### src/rtl/cim_slice_accum_if.sv
// Beat-in / result-out handshake bundle for cim_slice_accum.
//   master : beat producer and result consumer (drives in_valid, in_data, out_ready)
//   slave  : the accumulator (drives in_ready, out_valid, out_data, out_sat)
interface cim_slice_accum_if #(
    parameter int unsigned SLICES = 4,
    parameter int unsigned ROWS   = 36,
    parameter int unsigned PP_W   = 3,
    parameter int unsigned OUT_W  = 22
);
    logic                              in_valid;
    logic                              in_ready;
    logic [SLICES*ROWS*PP_W-1:0]       in_data;
    logic                              out_valid;
    logic                              out_ready;
    logic signed [OUT_W-1:0]           out_data;
    logic                              out_sat;

    modport master (
        output in_valid, in_data, out_ready,
        input  in_ready, out_valid, out_data, out_sat
    );

    modport slave (
        input  in_valid, in_data, out_ready,
        output in_ready, out_valid, out_data, out_sat
    );
endinterface

### src/rtl/cim_slice_accum.sv
// Bit-sliced CIM partial-product accumulator. Each accepted beat carries
// SLICES x ROWS signed products; per-slice row sums are staged, accumulated
// over num_beats beats, then combined with weight 2^(s*SLICE_W) (top slice
// negative when signed_msb) and saturated to OUT_W bits.
// Ports:
//   clk, RSTN            clock, async active-low reset
//   start, num_beats,
//   signed_msb           operation request + configuration (sampled in IDLE)
//   busy                 high whenever not IDLE
//   bus (slave)          in_valid/in_ready/in_data, out_valid/out_ready/out_data/out_sat
module cim_slice_accum #(
    parameter int unsigned ROWS    = 36,
    parameter int unsigned SLICES  = 4,
    parameter int unsigned SLICE_W = 2,
    parameter int unsigned PP_W    = 3,
    parameter int unsigned BEAT_W  = 4,
    parameter int unsigned OUT_W   = 22
) (
    input  logic              clk,
    input  logic              RSTN,
    input  logic              start,
    input  logic [BEAT_W-1:0] num_beats,
    input  logic              signed_msb,
    output logic              busy,
    cim_slice_accum_if.slave  bus
);

    localparam int unsigned SUM_W  = PP_W + $clog2(ROWS);
    localparam int unsigned ACC_W  = SUM_W + BEAT_W;
    localparam int unsigned COMB_W = ACC_W + (SLICES - 1) * SLICE_W + $clog2(SLICES) + 1;
    localparam int unsigned EXT_W  = (COMB_W > OUT_W) ? COMB_W : OUT_W;

    localparam logic signed [EXT_W-1:0] SAT_MAX = {{(EXT_W - OUT_W + 1){1'b0}}, {(OUT_W - 1){1'b1}}};
    localparam logic signed [EXT_W-1:0] SAT_MIN = {{(EXT_W - OUT_W + 1){1'b1}}, {(OUT_W - 1){1'b0}}};

    typedef enum logic [2:0] {
        IDLE    = 3'd0,
        ACCUM   = 3'd1,
        DRAIN   = 3'd2,
        COMBINE = 3'd3,
        OUT     = 3'd4
    } state_t;

    state_t state, state_nxt;

    logic [BEAT_W-1:0]       nb_q;
    logic                    sgn_q;
    logic [BEAT_W-1:0]       cnt_q;
    logic                    drain_q;
    logic                    stage_vld_q;
    logic signed [SUM_W-1:0] stage_q [SLICES];
    logic signed [ACC_W-1:0] acc_q   [SLICES];

    logic                     load_c;
    logic                     accept_c;
    logic                     last_c;
    logic                     hs_c;
    logic signed [SUM_W-1:0]  sum_c [SLICES];
    logic signed [COMB_W-1:0] comb_c;
    logic signed [OUT_W-1:0]  sat_c;
    logic                     clip_c;

    // in_ready is only ever high in ACCUM, so it alone qualifies a beat
    assign accept_c = bus.in_ready && bus.in_valid;
    assign last_c   = accept_c && (cnt_q == nb_q - BEAT_W'(1));
    assign hs_c     = bus.out_valid && bus.out_ready;

    // State register
    always_ff @(posedge clk or negedge RSTN) begin
        if (!RSTN) state <= IDLE;
        else       state <= state_nxt;
    end

    // Next-state logic
    always_comb begin
        state_nxt = state;
        load_c    = 1'b0;
        case (state)
            IDLE: begin
                if (start) begin
                    load_c    = 1'b1;
                    state_nxt = ACCUM;
                end
            end
            ACCUM:   if (last_c)  state_nxt = DRAIN;
            DRAIN:   if (drain_q) state_nxt = COMBINE;
            COMBINE: state_nxt = OUT;
            OUT:     if (hs_c)    state_nxt = IDLE;
            default: state_nxt = IDLE;
        endcase
    end

    // Registered handshake/status outputs and drain timer.
    // out_valid rises one cycle after entering OUT so the result is
    // presented four edges after the last accepted beat.
    always_ff @(posedge clk or negedge RSTN) begin
        if (!RSTN) begin
            bus.in_ready  <= 1'b0;
            bus.out_valid <= 1'b0;
            busy          <= 1'b0;
            drain_q       <= 1'b0;
        end else begin
            bus.in_ready  <= (state_nxt == ACCUM);
            bus.out_valid <= (state == OUT) && !hs_c;
            busy          <= (state_nxt != IDLE);
            drain_q       <= (state == DRAIN) && !drain_q;
        end
    end

    // Latched configuration and beat counter
    always_ff @(posedge clk or negedge RSTN) begin
        if (!RSTN) begin
            nb_q  <= '0;
            sgn_q <= 1'b0;
            cnt_q <= '0;
        end else if (load_c) begin
            nb_q  <= (num_beats == '0) ? BEAT_W'(1) : num_beats;
            sgn_q <= signed_msb;
            cnt_q <= '0;
        end else if (accept_c) begin
            cnt_q <= cnt_q + BEAT_W'(1);
        end
    end

    // Per-slice sign-extended row sums of the incoming beat
    always_comb begin
        logic signed [PP_W-1:0] pp;
        pp = '0;
        for (int unsigned s = 0; s < SLICES; s++) begin
            sum_c[s] = '0;
            for (int unsigned r = 0; r < ROWS; r++) begin
                pp       = bus.in_data[(s * ROWS + r) * PP_W +: PP_W];
                sum_c[s] = sum_c[s] + SUM_W'(pp);
            end
        end
    end

    // Stage register then accumulator, one cycle apart
    always_ff @(posedge clk or negedge RSTN) begin
        if (!RSTN) begin
            stage_vld_q <= 1'b0;
            for (int unsigned s = 0; s < SLICES; s++) begin
                stage_q[s] <= '0;
                acc_q[s]   <= '0;
            end
        end else if (load_c) begin
            stage_vld_q <= 1'b0;
            for (int unsigned s = 0; s < SLICES; s++) begin
                stage_q[s] <= '0;
                acc_q[s]   <= '0;
            end
        end else begin
            stage_vld_q <= accept_c;
            for (int unsigned s = 0; s < SLICES; s++) begin
                if (accept_c)    stage_q[s] <= sum_c[s];
                if (stage_vld_q) acc_q[s]   <= acc_q[s] + ACC_W'(stage_q[s]);
            end
        end
    end

    // Full-precision weighted combine and saturation
    always_comb begin
        logic signed [COMB_W-1:0] term;
        logic signed [EXT_W-1:0]  ext;
        comb_c = '0;
        term   = '0;
        for (int unsigned s = 0; s < SLICES; s++) begin
            term = COMB_W'(acc_q[s]);
            term = term <<< (s * SLICE_W);
            if ((s == SLICES - 1) && sgn_q) comb_c = comb_c - term;
            else                            comb_c = comb_c + term;
        end
        ext = EXT_W'(comb_c);
        if (ext > SAT_MAX) begin
            sat_c  = SAT_MAX[OUT_W-1:0];
            clip_c = 1'b1;
        end else if (ext < SAT_MIN) begin
            sat_c  = SAT_MIN[OUT_W-1:0];
            clip_c = 1'b1;
        end else begin
            sat_c  = ext[OUT_W-1:0];
            clip_c = 1'b0;
        end
    end

    // Result register, held until the next COMBINE
    always_ff @(posedge clk or negedge RSTN) begin
        if (!RSTN) begin
            bus.out_data <= '0;
            bus.out_sat  <= 1'b0;
        end else if (state == COMBINE) begin
            bus.out_data <= sat_c;
            bus.out_sat  <= clip_c;
        end
    end

endmodule

### src/flat_wrapper.sv
// flat-port wrapper written by rule: the top's interface ports become plain ports
module cim_slice_accum_flat 
#(
    parameter int unsigned ROWS    = 36,
    parameter int unsigned SLICES  = 4,
    parameter int unsigned SLICE_W = 2,
    parameter int unsigned PP_W    = 3,
    parameter int unsigned BEAT_W  = 4,
    parameter int unsigned OUT_W   = 22
)
  (clk, RSTN, start, num_beats, signed_msb, busy, bus_in_valid, bus_in_data, bus_out_ready, bus_in_ready, bus_out_valid, bus_out_data, bus_out_sat);
  cim_slice_accum_if #(.SLICES(SLICES), .ROWS(ROWS), .PP_W(PP_W), .OUT_W(OUT_W)) bus_i ();
  input  logic clk;
  input  logic RSTN;
  input  logic start;
  input  logic [BEAT_W-1:0] num_beats;
  input  logic signed_msb;
  output logic busy;
  input wire logic [$bits(bus_i.in_valid)-1:0] bus_in_valid;
  input wire logic [$bits(bus_i.in_data)-1:0] bus_in_data;
  input wire logic [$bits(bus_i.out_ready)-1:0] bus_out_ready;
  output wire logic [$bits(bus_i.in_ready)-1:0] bus_in_ready;
  output wire logic [$bits(bus_i.out_valid)-1:0] bus_out_valid;
  output wire logic [$bits(bus_i.out_data)-1:0] bus_out_data;
  output wire logic [$bits(bus_i.out_sat)-1:0] bus_out_sat;
  assign bus_i.in_valid = bus_in_valid;
  assign bus_i.in_data = bus_in_data;
  assign bus_i.out_ready = bus_out_ready;
  assign bus_in_ready = bus_i.in_ready;
  assign bus_out_valid = bus_i.out_valid;
  assign bus_out_data = bus_i.out_data;
  assign bus_out_sat = bus_i.out_sat;
  cim_slice_accum #(.ROWS(ROWS), .SLICES(SLICES), .SLICE_W(SLICE_W), .PP_W(PP_W), .BEAT_W(BEAT_W), .OUT_W(OUT_W)) u_core (.clk(clk), .RSTN(RSTN), .start(start), .num_beats(num_beats), .signed_msb(signed_msb), .busy(busy), .bus(bus_i));
endmodule
### config.mk
export PLATFORM = sky130hd
export DESIGN_NAME = cim_slice_accum_flat
export DESIGN_NICKNAME = d
export VERILOG_FILES = /design/src/rtl/cim_slice_accum_if.sv /design/src/rtl/cim_slice_accum.sv /design/src/flat_wrapper.sv
export SDC_FILE = /design/constraint.sdc
export NUM_CORES = 1
export LEC_CHECK = 0
export ABC_AREA = 1
export CAP_MARGIN = 20
export CORE_AREA = 2 2 345 210
export CTS_BUF_LIST = sky130_fd_sc_hd__clkbuf_4 sky130_fd_sc_hd__clkbuf_8
export DETAILED_ROUTE_END_ITERATION = 8
export DIE_AREA = 0 0 347 212
export GPL_TIMING_DRIVEN = 0
export PLACE_DENSITY = 0.58
export SYNTH_ARGS = -nofsm -noshare
export SYNTH_HDL_FRONTEND = slang
export SYNTH_SLANG_ARGS = --single-unit
### constraint.sdc
create_clock -name clk -period 5.6 [get_ports clk]
set_clock_uncertainty 0.15 [all_clocks]
set_input_delay 0.56 -clock clk [delete_from_list [all_inputs] [get_ports clk]]
set_output_delay 0.56 -clock clk [all_outputs]
set_load 0.01 [all_outputs]
==> metrics <==
clock-pin slew on the worst setup and hold paths 0.09 ns; antenna violation net count after detailed routing 0; fin. max-slew vios 0; pre-CTS setup slack -1.28 ns; initial antenna violation count 1; row cnt 76; die area 73,600 sq um; share of layout cells above drive strength 1 0.199; Syn Inst Count 2,594; status finished, violations left; RSZ-0062 raised after global routing yes; routed vias/inst 4.29; synthesized area per cell 9.15 sq um; I/O Buffers 467; clk sinks 128; total negative slack -3.78 ns; most frequent cells in the layout 654 x inv_1, 391 x fa_1, 329 x nand2_1; crit end category flop; DR DRC count 0; synthesis-stage register bit count 128; Hold Violations, Final 0; Setup CP Type in -> reg; vias in the first global route 18,100; Core ar. 70,800 sq um; Critical Path RT 5.88 ns; Initial Utilization 0.335; antenna diode count 0; minimum period implied by the final worst setup slack 5.93 ns; Die X-Extent 347 um; failing checks setup timing; Total Nets Final 4,319; crit path DAT 6.21 ns; number of max-cap violations 0; tightest hold margin 0.281 ns; Hold Path Origin u_core.drain_q; routed vias 17,600; GP Congestion 0.899; biggest area consumer among synthesized cells fa_1; commonest non-fill, non-tap cell in the layout inv_1; Iter 0 DRT Violations 891; r2r setup slk 1.52 ns; Worst R2R End u_core.bus.out_data[17]; Final Cycle Share 1.06; CTS Buffer Depth 2; largest net degree at the start of global routing 78; final wirelength 60,600 um; CTS tree done; chip height 212 um; first-pass GRT wire length 97,400 um; Post-synth top flop dfrtp_1; final setup slack of the worst path -0.329 ns; Setup crit start kind primary input; Worst-Skew Late Latency 0.49 ns; WHS Path Cells 1; top post-synthesis cells by area fa_1 44%, dfrtp_1 13%, inv_1 13%, ha_1 10%, nand2_1 5.4%; Fmax 0.169 GHz; HP Class reg -> reg; Crit Path Max Fanout 2; r2r worst-path depth 15; Syn Std Cell Area 23,700 sq um; root buf cell clkbuf_8; reg2reg start u_core.acc_q[18]; Syn Nets 3,749; Worst slew margin 0.495; All-Layer GR Usage 0.168; synth warn 0; async set-reset flop share out of synthesis 1.00; EDFF count, synth 0; Setup Viol. Count Final 16; Seq/Total Area, Yosys 0.135; Top-Level Pins 468; DR WL/cell 14.7 um; area grow syn2layout 31.0%; post-synth top area share 0.438; HPWL Detailed 54,400 um; distinct cell type count after synthesis 44; H-tree Lvls 4; hold path endpoint u_core.drain_q; global-route congestion overflow total 0; worst-margin pin slew 0.750 ns; cts bufs inserted 17; DR pass1 iterations 5
[flip-flops by register name, indices dropped and copies added, names as in the netlist, 3 cells and up]
name,flops
u_core.cnt_q,4
u_core.bus.out_data,22
u_core.nb_q,4
u_core.stage_q,36
u_core.state,3
u_core.acc_q,52
[critical path, cell delays in order]
cell             delay [ns]
clkdlybuf4s50_1        0.47
fa_2                   0.45
fa_2                   0.54
inv_2                  0.04
fa_2                   0.58
fa_2                   0.46
fa_2                   0.56
fa_2                   0.44
inv_2                  0.07
fa_2                   0.43
ha_2                   0.20
ha_4                   0.17
fa_2                   0.43
a21oi_4                0.17
o21ai_2                0.08
nand2_2                0.09
nand2_2                0.06
a21oi_2                0.15
nand2b_1               0.11
nand3_1                0.07
nand2_1                0.08
[synth_stat cells, types with 2 or more instances]
| library cell | count |
|---|---|
| a32o_1 | 4 |
| nand3b_1 | 6 |
| fa_1 | 519 |
| nand2_1 | 343 |
| buf_2 | 16 |
| nor3_1 | 13 |
| nand2_2 | 10 |
| nor2_4 | 3 |
| o2111ai_1 | 2 |
| ha_1 | 194 |
| o31ai_1 | 2 |
| inv_2 | 9 |
| a31oi_1 | 3 |
| dfrtp_1 | 128 |
| nand4_1 | 14 |
| nor2_2 | 3 |
| a22o_1 | 13 |
| nor2_1 | 72 |
| clkbuf_1 | 3 |
| nand3_4 | 2 |
| xnor2_1 | 24 |
| a21o_1 | 5 |
| nand3_1 | 48 |
| nand2b_1 | 2 |
| xor2_1 | 43 |
| a21oi_1 | 116 |
| o21ai_0 | 89 |
| buf_6 | 2 |
| o21bai_1 | 5 |
| nor3_2 | 2 |
| o21ai_1 | 37 |
| inv_1 | 837 |
| or2_2 | 4 |
| o22ai_1 | 11 |
[through the flow]
step | instance area [sq um] | utilization | cells
global placement | 29700 | 0.419 | 3997
floorplan | 23900 | - | 2594
finish | 31100 | 0.439 | 4113
CTS | 30600 | 0.432 | 4089
global route | 31100 | 0.439 | 4113
detailed placement | 29700 | 0.420 | 3998
[layer usage]
metal | routed length (um) | track usage
met1 | 32000 | 0.278
met2 | 25300 | 0.236
met3 | 3000 | 0.0239
met5 | 0 | 0
met4 | 254 | 0.0148
[layout make-up]
type,instances,area (sq um)
clock inverter,15,174
inverter,846,3180
sequential,128,3200
clock buffer,17,234
buffer,21,114
fill,6935,39700
tap,936,1170
multi-input combinational,1599,18000
timing repair buffer,551,5050
[logic make-up after synthesis]
logic type / synth area share
adder cells (fa/ha/maj): 0.540
flip-flops: 0.135
XOR/XNOR: 0.0247
buffers and inverters: 0.139
AO/OA/AOI/OAI: 0.0684
AND/OR/NAND/NOR: 0.0937
[how the worst max path moves through the flow]
stage                                 from                 end  slack, ns  depth (start not counted)
after floorplan            bus_in_data[92]  u_core.stage_q[35]      -0.43                         21
after global placement                RSTN  u_core.stage_q[26]      -1.86                          1
after detailed placement  bus_in_data[188]  u_core.stage_q[26]      -1.28                         20
after CTS                 bus_in_data[425]   u_core.stage_q[8]      -0.40                         22
after global routing       bus_in_data[92]  u_core.stage_q[34]      -0.51                         24
final                     bus_in_data[136]  u_core.stage_q[26]      -0.33                         21
[what timing repair did]
item                                   in CTS  in global routing
resized for setup                         625                240
endpoints found under the hold margin      51                  0
setup endpoints to repair                  24                 22
pin swaps                                 346                247
hold buffers                                1                  0
setup buffers                              60                 26
Power is not shown: default switching activity piles up to over one toggle a cycle in this logic, so the estimate is an artifact.
